===== src/rtl/rr_grant_ctrl4.sv =====
// Round-robin arbiter for one shared resource and four requesters.
// Owners hold the grant until they release it or drop their request; a hold
// timer forces rotation when an owner keeps the resource while others wait.
// All outputs are registered. gnt_o is always the decode of gnt_idx_o gated by
// gnt_valid_o, so it is one-hot or zero.
module rr_grant_ctrl4 #(
  parameter int unsigned MAX_HOLD = 8  // 0 = no limit, legal 0..15
) (
  input  logic       clk,
  input  logic       rst_n,
  input  logic [3:0] req_i,
  input  logic       rel_i,
  output logic [3:0] gnt_o,
  output logic [1:0] gnt_idx_o,
  output logic       gnt_valid_o,
  output logic       expired_o
);

  localparam logic [0:0] IDLE  = 1'b0;
  localparam logic [0:0] GRANT = 1'b1;

  // Hold count at which a waiting requester forces rotation.
  localparam logic [3:0] HOLD_LAST = (MAX_HOLD == 0) ? 4'd0 : 4'(MAX_HOLD - 1);

  logic [0:0] state_q, state_d;
  logic [1:0] idx_q, idx_d;
  logic       valid_q, valid_d;
  logic [3:0] gnt_q, gnt_d;
  logic       expired_q, expired_d;
  logic [3:0] hold_q, hold_d;
  logic [1:0] last_q, last_d;

  // Round-robin pick: search starts just after base, so base itself is checked
  // last. Returns {found, index}.
  function automatic logic [2:0] rr_pick(input logic [3:0] r, input logic [1:0] base);
    logic [2:0] res;
    logic [1:0] cand;
    res = 3'b000;
    // Walk from lowest to highest priority so the highest-priority hit wins.
    for (int k = 4; k >= 1; k--) begin
      cand = base + 2'(k);
      if (r[cand]) res = {1'b1, cand};
    end
    return res;
  endfunction

  logic [3:0] owner_dec;
  logic       owner_drop;
  logic       others_wait;
  logic       timeout;
  logic       release_now;
  logic [3:0] pick_req;
  logic [2:0] pick;

  // Release conditions and next-state selection for the arbiter.
  always_comb begin
    // NOTE: every variable gets a default first so no path leaves one
    // unassigned, which would otherwise infer a latch.
    state_d     = state_q;
    idx_d       = idx_q;
    valid_d     = valid_q;
    gnt_d       = gnt_q;
    expired_d   = 1'b0;
    hold_d      = hold_q;
    last_d      = last_q;
    owner_dec   = 4'b0001 << idx_q;
    owner_drop  = ~req_i[idx_q];
    others_wait = |(req_i & ~owner_dec);
    timeout     = (MAX_HOLD != 0) && (hold_q == HOLD_LAST) && others_wait;
    release_now = rel_i | owner_drop | timeout;
    pick_req    = req_i;
    pick        = 3'b000;

    case (state_q)
      IDLE: begin
        pick = rr_pick(req_i, last_q);
        if (pick[2]) begin
          state_d = GRANT;
          idx_d   = pick[1:0];
          valid_d = 1'b1;
          gnt_d   = 4'b0001 << pick[1:0];
          hold_d  = 4'd0;
        end
      end
      GRANT: begin
        if (release_now) begin
          last_d = idx_q;
          if (owner_drop) pick_req = req_i & ~owner_dec;
          pick   = rr_pick(pick_req, idx_q);
          hold_d = 4'd0;
          if (pick[2]) begin
            idx_d = pick[1:0];
            gnt_d = 4'b0001 << pick[1:0];
            // rel and an owner drop take precedence over the timer.
            expired_d = timeout & ~rel_i & ~owner_drop;
          end else begin
            state_d = IDLE;
            valid_d = 1'b0;
            gnt_d   = 4'b0000;
          end
        end else if (hold_q != 4'd15) begin
          hold_d = hold_q + 4'd1;
        end
      end
      default: begin
        state_d = IDLE;
        valid_d = 1'b0;
        gnt_d   = 4'b0000;
        hold_d  = 4'd0;
      end
    endcase
  end

  // State registers; reset drops any grant and restores requester 0 priority.
  always_ff @(posedge clk or negedge rst_n) begin
    if (!rst_n) begin
      state_q   <= IDLE;
      idx_q     <= 2'b00;
      valid_q   <= 1'b0;
      gnt_q     <= 4'b0000;
      expired_q <= 1'b0;
      hold_q    <= 4'd0;
      last_q    <= 2'b11;
    end else begin
      // NOTE: non-blocking assignments so every register samples pre-edge values.
      state_q   <= state_d;
      idx_q     <= idx_d;
      valid_q   <= valid_d;
      gnt_q     <= gnt_d;
      expired_q <= expired_d;
      hold_q    <= hold_d;
      last_q    <= last_d;
    end
  end

  assign gnt_o       = gnt_q;
  assign gnt_idx_o   = idx_q;
  assign gnt_valid_o = valid_q;
  assign expired_o   = expired_q;

endmodule


===== config.mk =====
export PLATFORM = sky130hd
export DESIGN_NAME = rr_grant_ctrl4
export DESIGN_NICKNAME = d
export VERILOG_FILES = /design/src/rtl/rr_grant_ctrl4.sv
export SDC_FILE = /design/constraint.sdc
export NUM_CORES = 1
export LEC_CHECK = 0
export CAP_MARGIN = 20
export CORE_UTILIZATION = 25
export CTS_CLUSTER_SIZE = 40
export DETAILED_ROUTE_END_ITERATION = 8
export MAX_ROUTING_LAYER = met4
export PLACE_DENSITY_LB_ADDON = 0.12
export SYNTH_ARGS = -nofsm -noshare
export SYNTH_HDL_FRONTEND = slang
export SYNTH_SLANG_ARGS = --single-unit

===== constraint.sdc =====
create_clock -name clk -period 2.5 [get_ports clk]
set_input_delay 0.5 -clock clk [delete_from_list [all_inputs] [get_ports clk]]
set_output_delay 0.5 -clock clk [all_outputs]
set_load 0.005 [all_outputs]

==> results of run 1 <==
## power groups by stage
stage | registers (W) | clock network [W] | logic (W)
floorplan | 0.000404 | 0 | 0.000549
global placement | 0.000399 | 0 | 0.000802
detailed placement | 0.000399 | 0 | 0.000807
CTS | 0.000396 | 0.000207 | 0.000811
global route | 0.000408 | 0.000222 | 0.000893
finish | 0.000395 | 0.000198 | 0.000799
## worst min-delay path by stage
stage,slack (ps),cells after the start,end
after floorplan,200,0,expired_o
after global placement,500,1,hold_q[3]
after detailed placement,510,1,hold_q[3]
after CTS,520,1,hold_q[3]
after global routing,540,1,hold_q[3]
final,520,1,hold_q[3]
## placed cells by master, fill, tap and decap left out, types with 3 or more instances in the layout
master,synthesis,routed
a31oi_1,4,4
nor2_1,11,11
nand2_1,9,9
clkdlybuf4s50_1,0,14
nand2b_1,9,9
inv_1,4,4
clkbuf_8,0,3
nand3_1,3,3
mux2i_1,4,4
buf_4,2,13
a21oi_1,7,7
dfrtp_1,13,13
o21ai_0,6,6
mux2_1,3,3
ha_1,5,5
## sequential cells by signal (all words and copies together), names as in the netlist
register     count
expired_o        1
gnt_idx_o        2
gnt_o            4
gnt_valid_o      1
hold_q           4
last_q           2
state_q          1
## per-layer routing
metal,share of wire,up-vias
li1,-,510
met1,0.48,504
met2,0.49,10
met3,0.028,2
met4,0.0045,0
met5,0,-
## cell type report
cell class	instances	area, µm²	area share
repair buffers	27	238	0.160
clock buffers	4	45.0	0.0304
multi-input cells	98	738	0.498
flip-flops and latches	15	378	0.255
well taps	52	65.1	0.0439
inverters	5	18.8	0.0127
## worst register-to-register path: cells and delay by family (launching register included)
family	cells	cell delay, ps
AO/OA/AOI/OAI	3	620
flip-flops	1	350
multiplexers	2	640
adder cells (fa/ha/maj)	1	400
buffers and inverters	1	80
## metrics by stage
step | setup slack [ps] | hold WS [ps] | TNS [ps] | std cells | total power (W)
finish | 219 | 516 | 0 | 201 | 0.00139
global route | 142 | 537 | 0 | 201 | 0.00152
CTS | 223 | 517 | 0 | 201 | 0.00141
detailed placement | -39.0 | 507 | -39.0 | 197 | 0.00121
global placement | 9.64 | 502 | 0 | 197 | 0.00120
floorplan | 234 | 204 | 0 | 126 | 0.000953
## cells by family (layout without fill, tap and decap cells)
kind of cell             after synthesis  after routing  synth area share
AO/OA/AOI/OAI                         39             39             0.253
adder cells (fa/ha/maj)                5              5            0.0522
buffers and inverters                 13             36            0.0689
AND/OR/NAND/NOR                       44             44             0.209
multiplexers                          10             10             0.102
flip-flops                            15             15             0.315
==> flow_summary.ini, run 1 <==
[worst_setup_path]
critPathLaunch = req_i[3]
crit_arrival_ps = 2400
reg2reg_depth = 7
crit_path_end_kind = flip-flop
crit_chain = clkdlybuf4s50_1 > mux4_2 > nand2b_1 > a221o_1 > o31a_4 > a21oi_2
worstPathRequired_ps = 2620
critical_path_class = in2reg
cp-endpoint = gnt_o[1]
path_max_fanout = 9
cpPeakStageDelay_ps = 580
r2r_start = gnt_idx_o[0]
cp_slowest_cell = mux4_2
timing.reg2reg.setup_slack_ps = 300
cp.depth = 6
crit_family = compound AO/OA/AOI/OAI gates
crit_path_start_kind = input pin
path_buf_inv = 1
timing.rr.end = gnt_idx_o[0]

[synth]
syn_inst = 126
syn_area_per_cell_um2 = 9.51
yosysMostFrequentCell = dfrtp_1
synth-edff-count = 0
synth_nets = 138
yosys_warnings = 0
yosysTopAreaCellShare = 0.271
yosys-top-cells-area = dfrtp_1 27%, ha_1 5.2%, nand2b_1 4.7%
async_flop_share = 1.00
ys_types = 48
netlist.top_cell.by_area = dfrtp_1
syn_area_um2 = 1200
ys.flop_type = dfrtp_1
seq_area_frac_synth = 0.315
synth_common_cells = 13 x dfrtp_1, 11 x nor2_1, 9 x nand2_1, 9 x nand2b_1, 7 x a21oi_1
synth_seq_cells = 15

[sta]
worst_slew_pin_slew_ps = 740
rsz0062_at_grt = no
period_minus_slack_ps = 2280
hold_violations = 0
timing.slew.headroom = 0.505
skew_ps = 4.57
fmax_ghz = 0.438
slew_viol_final = 0
fin_crit_sh = 0.912
finalSetupViolations = 0

[power_and_ir_drop]
combPwrFrac = 0.574
p_int_w = 0.000858
p_sw_w = 0.000534
p_clk_frac = 0.142
pwr-share-seq = 0.284
p_sw_frac = 0.384
cellPowerDensity_nw_per_um2 = 939
peakVddDrop_mv = 0.402
p_leak_nw = 0.654

[global_routing]
gr-total-overflow = 0
grt_pass1_vias = 1027
gr-usage-met1 = 0.168
grt_use_met3 = 0.0323
grt_max_degree = 16
grt.busiest_layer = met2
grt_usage = 0.135
antenna_found_initial = 0
grt_pass1_wl_mm = 5.11
grtUsageMet2 = 0.225

[placement]
portBuffers = 14
dp_hpwl_mm = 2.27
gp_congestion = 0.804
dpl-instance-area_um2 = 1440

[layout]
area_growth_pct = 23.7
design_area_um2 = 1480
finish.utilization = 0.331
fillCellCount = 466
antennaDiodeCount = 0
drive_above_1_share = 0.201
final_nets = 162

[cts]
cts_resized = 0
clockBufferDepth = 2
postCtsHoldBufs = 0
cts.sinks = 15
cts_htree_levels = 1
cts.reportedPaths.clkPinSlew_ps = 60
clk_latency_ps = 240
cts_setup_buffers = 0
clock-root-buffer = clkbuf_8
cts_tree = built
numCtsBuffers = 3

[flow_run]
drv_cap = 0

[routing]
drcViolationCount = 1
drtIter0Drc = 53
dr.pass1.iters = 6
wl_per_cell_um = 14.4
drt.antenna.violating_nets = 0
num_vias = 1026
via_per_inst = 5.10
drt-total-wl_mm = 2.89

[worst_hold_path]
min-delay-start = hold_q[3]
hold_class = reg2reg

[outcome]
violations = DRC
status = complete, but fails checks

[floorplanning]
dieArea_um2 = 5080
rows = 24
core_um2 = 4470
die_w_um = 71.2
fp.dieH_um = 71.2
initial_core_util = 0.268
io_pins = 15
Note: power is estimated with default switching activity, not from simulation.
==> inputs of run 2 (changes only) <==
ABC_AREA = 1   (was not set)
==> flow_summary.ini, run 2 <==
[sta]
fin_crit_sh = 0.783
slew_viol_final = 0
period_minus_slack_ps = 1960
skew_ps = 5.13
fmax_ghz = 0.511
setup-tns-final_ps = 0
rsz0062_at_grt = no
timing.slew.headroom = 0.540
finalSetupViolations = 0
hold_violations = 0
worst_slew_pin_slew_ps = 687

[placement]
portBuffers = 14
dp_hpwl_mm = 2.32
dp.cells = 271
gp_congestion = 0.796

[global_routing]
grt_pass1_wl_mm = 5.08
grt_pass1_vias = 1129
gr-total-overflow = 0
grt_max_degree = 16
grt_usage = 0.129
antenna_found_initial = 0

[synth]
syn_area_per_cell_um2 = 6.46
yosys.area_share.simple = 0.438
synthMuxAreaShare = 0
synth_fa_ha_area_frac = 0.0505
synth_xor_area_frac = 0
seq_area_frac_synth = 0.305
yosys-top-cells-area = dfrtp_1 26%, nand2_1 25%, nand3_1 7.3%
syn_inst = 192
synth-edff-count = 0
yosysMostFrequentCell = nand2_1
synth_nets = 204
syn_area_um2 = 1240
netlist.top_cell.by_area = dfrtp_1
ys.flop_type = dfrtp_1
synth_seq_cells = 15
yosys_warnings = 0
synth_top_family_by_area = simple AND/OR/NAND/NOR gates
synth_compound_area_frac = 0.102
synth_common_cells = 81 x nand2_1, 20 x inv_1, 18 x nand3_1, 13 x dfrtp_1, 8 x nand2_2
async_flop_share = 1.00
ys_types = 25
yosysTopAreaCellShare = 0.262

[cts]
clock-root-buffer = clkbuf_8
cts.reportedPaths.clkPinSlew_ps = 60
cts_htree_levels = 1
clk_latency_ps = 250
cts_resized = 0
cts_tree = built
clockBufferDepth = 2
cts.sinks = 15
cts_setup_buffers = 0
postCtsHoldBufs = 0
numCtsBuffers = 3

[layout]
final_nets = 221
drive_above_1_share = 0.111
area_growth_pct = 19.9
antennaDiodeCount = 0
register_area_um2 = 378
final_common_cell = nand2_1
multi_input_area_um2 = 732
final_cell_mix = 81 x nand2_1, 20 x inv_1, 18 x nand3_1, 14 x clkdlybuf4s50_1, 13 x dfrtp_1
fillCellCount = 558
fin_cells = 275

[power_and_ir_drop]
peakVddDrop_mv = 0.396
cellPowerDensity_nw_per_um2 = 1220
p_total_w = 0.00182
p_leak_nw = 0.805

[routing]
via_per_inst = 4.27
drt.antenna.violating_nets = 0
drtIter0Drc = 57
num_vias = 1173
drt-total-wl_mm = 2.88
drcViolationCount = 0
wl_per_cell_um = 10.5
dr.pass1.iters = 6

[floorplanning]
initial_core_util = 0.261
dieArea_um2 = 5250
io_pins = 15
fp.dieH_um = 72.4
die_w_um = 72.4
rows = 25
core_um2 = 4750

[worst_setup_path]
crit_path_end_kind = flip-flop
path_buf_inv = 3
cpPeakStageDelay_ps = 460
worstPathRequired_ps = 2620
crit_path_start_kind = flip-flop
crit_chain = inv_1 > ha_1 > inv_1 > nand3_1 > nand2_1 > inv_1 > a21boi_1 > nor2_1 > o21ai_0 > o21ai_1
path_max_fanout = 6
crit_arrival_ps = 2080
critical_path_class = reg2reg
cp_slowest_cell = dfrtp_1
crit_family = compound AO/OA/AOI/OAI gates
crit_path_frequent_cell = inv_1

[worst_hold_path]
hold_class = reg2reg

[outcome]
status = finished clean

[flow_run]
drv_cap = 0
==> run 2: changes by cell type in the layout (fill, tap and decap cells not counted), sizes merged, moves of 6 or more <==
cell	delta
nand2	+82
nand2b	-9
inv	+18
o21ai	+6
buf	-12
nand3	+15
==> run 2: layout make-up <==
| class | count | area share |
|---|---|---|
| clock buffer | 4 | 0.0303 |
| tap | 67 | 0.0564 |
| timing repair buffer | 15 | 0.0993 |
| multi-input combinational | 150 | 0.492 |
| sequential | 15 | 0.254 |
| inverter | 24 | 0.0673 |
==> run 2: power by group <==
| group | internal (W) | total (W) | switching, W |
|---|---|---|---|
| combinational | 0.000456 | 0.00120 | 0.000745 |
| sequential | 0.000336 | 0.000423 | 0.0000866 |
| clock | 0.000113 | 0.000197 | 0.0000837 |
==> run 2: metal layers <==
metal  track usage  share of wire  vias to the layer above
met3        0.0333          0.035                        4
met5             -              0                        -
met4        0.0261          0.011                        0
li1              -              -                      643
met1         0.168           0.48                      509
met2         0.201           0.47                       17
==> run 2: path summary, 6_finish.rpt <==
check / from / to / slack, ps / cells past startpoint
min in group asynchronous: rst_n / gnt_o[0] / 670 / 1
max in group asynchronous: rst_n / gnt_idx_o[1] / 1390 / 1
worst min register to register: gnt_o[1] / gnt_o[1] / 490 / 2
worst max register to register: gnt_idx_o[1] / gnt_idx_o[1] / 540 / 10
worst max-delay path: gnt_idx_o[1] / gnt_idx_o[1] / 540 / 10
worst min-delay path: gnt_o[1] / gnt_o[1] / 490 / 2
==> run 2: worst min-delay path: stages, from the launching register on <==
cell and delay (ps):
dfrtp_1 350, nand2_1 60, nand2_1 50
==> run 2: cells by family after synthesis <==
kind of cell / Yosys count
DFF: 15
AOI/OAI and AO/OA: 23
adders and majority gates: 5
and+or+nand+nor: 122
buffers and inverters: 27
==> run 2: stage by stage <==
step	setup slack, ps	area [µm²]	hold slack (ps)	utilization
after floorplan	793	1240	204	-
after global placement	331	1440	474	0.303
after detailed placement	347	1440	474	0.303
after CTS	544	1490	491	0.313
after global routing	360	1490	512	0.313
final	542	1490	486	0.313
